File: config.mk
export PLATFORM = sky130hd
export DESIGN_NAME = gray_counter
export DESIGN_NICKNAME = d
export VERILOG_FILES = /design/src/rtl/gray_counter.sv
export SDC_FILE = /design/constraint.sdc
export NUM_CORES = 1
export LEC_CHECK = 0
export CAP_MARGIN = 25
export CORE_AREA = 4 4 41 43
export DETAILED_ROUTE_END_ITERATION = 8
export DIE_AREA = 0 0 45 47
export GPL_ROUTABILITY_DRIVEN = 0
export SYNTH_ARGS = -nofsm -noshare
export SYNTH_HDL_FRONTEND = slang
export SYNTH_SLANG_ARGS = --single-unit
File: constraint.sdc
create_clock -name clk -period 2 [get_ports clk]
set_clock_uncertainty 0.1 [all_clocks]
set_input_delay 0.4 -clock clk [delete_from_list [all_inputs] [get_ports clk]]
set_output_delay 0.4 -clock clk [all_outputs]
set_load 0.03 [all_outputs]
File: src/rtl/gray_counter.sv
// Registered binary counter with a flopped Gray-code copy and a one-cycle wrap pulse.
// Define GRAY_CNT_DOWN_EN to enable down counting via dn; otherwise the counter is up-only.
module gray_counter #(
  parameter int WIDTH = 4
) (
  input  logic             clk,
  input  logic             rst_n,
  input  logic             clr,
  input  logic             load,
  input  logic [WIDTH-1:0] load_bin,
  input  logic             en,
  input  logic             dn,
  output logic [WIDTH-1:0] bin,
  output logic [WIDTH-1:0] gray,
  output logic             wrap
);

  localparam logic [WIDTH-1:0] ONE = WIDTH'(1);

  logic [WIDTH-1:0] nxt_bin;
  logic             nxt_wrap;

`ifndef GRAY_CNT_DOWN_EN
  logic dn_unused;
  assign dn_unused = dn;
`endif

  always_comb begin
    nxt_bin  = bin;
    nxt_wrap = 1'b0;
    if (clr) begin
      nxt_bin = '0;
    end else if (load) begin
      nxt_bin = load_bin;
    end else if (en) begin
`ifdef GRAY_CNT_DOWN_EN
      if (dn) begin
        nxt_bin  = bin - ONE;
        nxt_wrap = (bin == '0);
      end else begin
        nxt_bin  = bin + ONE;
        nxt_wrap = &bin;
      end
`else
      nxt_bin  = bin + ONE;
      nxt_wrap = &bin;
`endif
    end
  end

  // Gray is encoded from the next binary value so both registers update together.
  always_ff @(posedge clk or negedge rst_n) begin
    if (!rst_n) begin
      bin  <= '0;
      gray <= '0;
      wrap <= 1'b0;
    end else begin
      bin  <= nxt_bin;
      gray <= nxt_bin ^ (nxt_bin >> 1);
      wrap <= nxt_wrap;
    end
  end

endmodule
# Word level (Yosys, flattened, before mapping)
# Index checks and enable logic that the tools add are counted.
[totals] register_bits=9 latch_bits=0 ram_bits=0 romBits=0 inputBits=10 output_inout_bits=9 elab_cells=12 mem_count=0
[classes] add_sub_neg=1 multipliers=0 div=0 n_lt_le_gt_ge=0 n_eq_ne=0 shifts=0 n_mux=6 n_bitwise=1 reduce_logical=1
[op_table] cell="$mux 4" count=3
[op_table] cell="$add 4x1->4 const B" count=1
[op_table] cell="$reduce_and 4->1" count=1
[op_table] cell="$xor 4x3->4" count=1
[op_table] cell="$mux 1" count=3

# Depth between registers and ports, before layout
[logic_depth] depth_word=5 depth_mapped=5 depth_no_buf=5

# Worst setup path before layout
# No wires, ideal clock.
[synth_path] kind="flip-flop to flip-flop" from="register bin[0]" to="register gray[0]" setup_time_ps=128 arrival_time_ps=1473 required_ps=1772 path_slack_ps=299 path_stages_with_launch=6 path_buffers=0 period_less_slack_ps=1701 path_cell_list="dfrtp_1 ha_1 mux2_1 mux2i_1 nor2_2 xor2_1"
[synth_via] elab_chain_len=5
[synth_rtl] element="start: declaration" line="13" source="output logic [WIDTH-1:0] bin,"
[synth_rtl] element="start signal: assignment" line="58" source="bin <= nxt_bin;"
[synth_rtl] element="$add 4x1->4" line="45" source="nxt_bin = bin + ONE;"
[synth_rtl] element="$mux 4" line="35" source="end else if (en) begin"
[synth_rtl] element="$mux 4" line="33" source="end else if (load) begin"
[synth_rtl] element="$mux 4" line="31" source="if (clr) begin"
[synth_rtl] element="net nxt_bin[1]" line="20" source="logic [WIDTH-1:0] nxt_bin;"
[synth_rtl] element="$xor 4x3->4" line="59" source="gray <= nxt_bin ^ (nxt_bin >> 1);"
[synth_rtl] element="end signal: assignment" line="59"
[synth_rtl] element="end: declaration" line="14" source="output logic [WIDTH-1:0] gray,"
# The timed path passes the listed nets, and every way through them passes these cells.

# Worst setup path in the final report
[layout_path] from="register bin[0]" to="output bin[0]"
# No word-level cell between the ends.

==> results.yml <==
run_status:
  run_status: "finished, final reports clean"
timing:
  setup_violations: 0
  relSlewSlack_pct: 77.5
  finalCriticalPeriod_ns: 1.84
  tns_ns: 0
  hold_violations: 0
  fin_crit_sh_pct: 92.1
  drv_slew: 0
  grt_setup_unrepaired: "false"
  tightest_slew_ns: 0.336
  fmax_ghz: 0.543
finish:
  seq_area_sq_um: 200
  syn_to_final_growth_pct: 50.2
  diodes: 0
  finish.instance_area_sq_um: 577
  fillCellCount: 127
  drive_above_1_share_pct: 7.84
  fin_nets: 64
  multi_input_area_sq_um: 154
placed_design:
  port_buffers: 17
  dpl_cell_area_sq_um: 554
  hpwlAfterDp_um: 557
cts:
  cts_buffers: 3
  ctsHoldBuffers: 0
  insertion_delay_ns: 0.25
  numClockSinks: 8
  cts_setup_buffers: 0
  clk_pin_slew_ns: 0.05
  htree_levels: 1
  cts-root-buf: "clkbuf_4"
  ctsResizeCount: 0
  cts_tree: "built"
  cts_buffer_depth: 2
detailed_routing:
  vias_per_cell: 4.24
  routed_wl_um: 691
  post_drt_wl_per_cell_um: 10.5
  antenna_left: 0
  drc: 0
  initialDrtViolationCount: 1
  dr.pass1.iters: 2
  vias: 280
critical_path:
  r2r_start: "bin[0]"
  crit_path_max_incr_delay_ns: 0.70
  path_class: "reg2out"
  cp.required_ns: 1.50
  crit_fanout: 4
  worstPathArrival_ns: 1.34
  reg2reg_to: "gray[0]"
  crit_chain: "clkdlybuf4s50_1"
  critPathBufInv: 1
  worstSetupStartpointType: "register"
  slowest_stage: "clkdlybuf4s50_1"
  cpLargestDelayFamily: "buffers and inverters"
  r2r_slack_ns: 0.40
  cp-end-kind: "output pin"
  reg2reg_depth: 5
power:
  leakage_nw: 0.260
  power_density_nw_per_um2: 739
  power_uw: 426
  vdd_drop_max_mv: 0.557
floorplanning:
  core_area_sq_um: 1300
  dieArea_sq_um: 2120
  start_util_pct: 29.5
  die_w_um: 45
  num_rows: 13
  die_height_um: 47
  ios: 19
logic_synthesis:
  synth_area_sq_um: 384
  synth.distinct_cells: 17
  ys_warn_count: 0
  syn-num-nets: 44
  netlist_instances: 33
  ys_ff_latch: 8
  synth-seq-area-share_pct: 52.1
  synth_area_per_cell_sq_um: 11.6
global_route:
  grt_overflow: 0
  grt_pass1_wl_mm: 1.24
  grt_max_degree: 9
  grtUsageTotal_pct: 8.45
  grt_pass1_vias: 298
  antenna_found_initial: 0
worst_hold_path:
  hold_path_class: "in2async"
run:
  cap_violations: 0
## cells by family (layout without fill, tap and decap cells)
logic type / Yosys count / in the layout / synth area share [%]
flip-flops: 8 / 8 / 52.1
adder cells (fa/ha/maj): 1 / 1 / 3.26
buffers and inverters: 5 / 23 / 7.82
multiplexers: 3 / 3 / 8.14
XOR/XNOR: 6 / 6 / 13.7
AND/OR/NAND/NOR: 6 / 6 / 9.12
AO/OA/AOI/OAI: 4 / 4 / 5.86
## how the worst max path moves through the flow
stage	from	end	slack, ns	depth (start not counted)
finish	bin[0]	bin[0]	0.16	1
floorplan	bin[0]	gray[0]	0.30	5
CTS	bin[2]	bin[2]	0.14	1
global placement	en	gray[0]	0.08	5
global route	bin[3]	bin[3]	0.09	1
detailed placement	en	gray[0]	0.09	5
## final cells by class
type                    instances  share of cell area (%)
multi-input cells              20                    26.7
clock buffers                   3                    3.90
repair buffers                 17                    29.5
flip-flops and latches          8                    34.7
inverters                       3                    1.95
well taps                      15                    3.25
## layout by cell type (no fill, tap or decap)
cell type and n:
clkdlybuf4s50_1 17, dfrtp_1 8, xnor2_1 4, inv_1 3, clkbuf_4 3, a21oi_1 2
mux2i_1 2, xor2_1 2, nor2_1 2, nand2_1 1, o21ai_1 1, mux2_1 1
nor2_2 1, nand4_1 1, o21a_1 1, nand4bb_1 1, ha_1 1
## flip-flops by register name (all words and copies together) (netlist names)
name / flops
bin: 4
gray: 3
wrap: 1
## per-stage QoR
| stage | instances | worst slack (ns) | utilization [%] | hold WS (ns) |
|---|---|---|---|---|
| 2_1_floorplan | 33 | 0.299 | - | 0.00441 |
| 3_3_place_gp | 63 | 0.0802 | 42.6 | 0.488 |
| 3_5_place_dp | 63 | 0.0854 | 42.6 | 0.499 |
| 4_1_cts | 66 | 0.138 | 44.3 | 0.330 |
| 5_1_grt | 66 | 0.0921 | 44.3 | 0.344 |
| 6_report | 66 | 0.157 | 44.3 | 0.320 |
## routing by layer
| layer | global-route usage [%] | vias up | wire length, um |
|---|---|---|---|
| met5 | 0 | - | 0 |
| met4 | 1.75 | 0 | 0 |
| met3 | 6.90 | 0 | 91 |
| met2 | 14.1 | 13 | 286 |
| met1 | 8.18 | 125 | 313 |
| li1 | - | 142 | - |
## cell usage after synthesis
master	count	area share [%]
mux2i_1	2	5.2
mux2_1	1	2.9
nor2_2	1	1.6
xor2_1	2	4.6
buf_4	1	2.0
o21a_1	1	2.0
xnor2_1	4	9.1
nor2_1	2	2.0
o21ai_1	1	1.3
nand4bb_1	1	2.9
nand2_1	1	0.98
ha_1	1	3.3
nand4_1	1	1.6
inv_1	3	2.9
dfrtp_1	8	52
buf_6	1	2.9
a21oi_1	2	2.6
## power breakdown
group / switching (mW) / internal [mW] / total, mW
clock: 0.0496 / 0.0683 / 0.118
combinational: 0.0635 / 0.0585 / 0.122
sequential: 0.00912 / 0.177 / 0.186
total: 0.122 / 0.304 / 0.426
(Power assumes the default switching activity.)
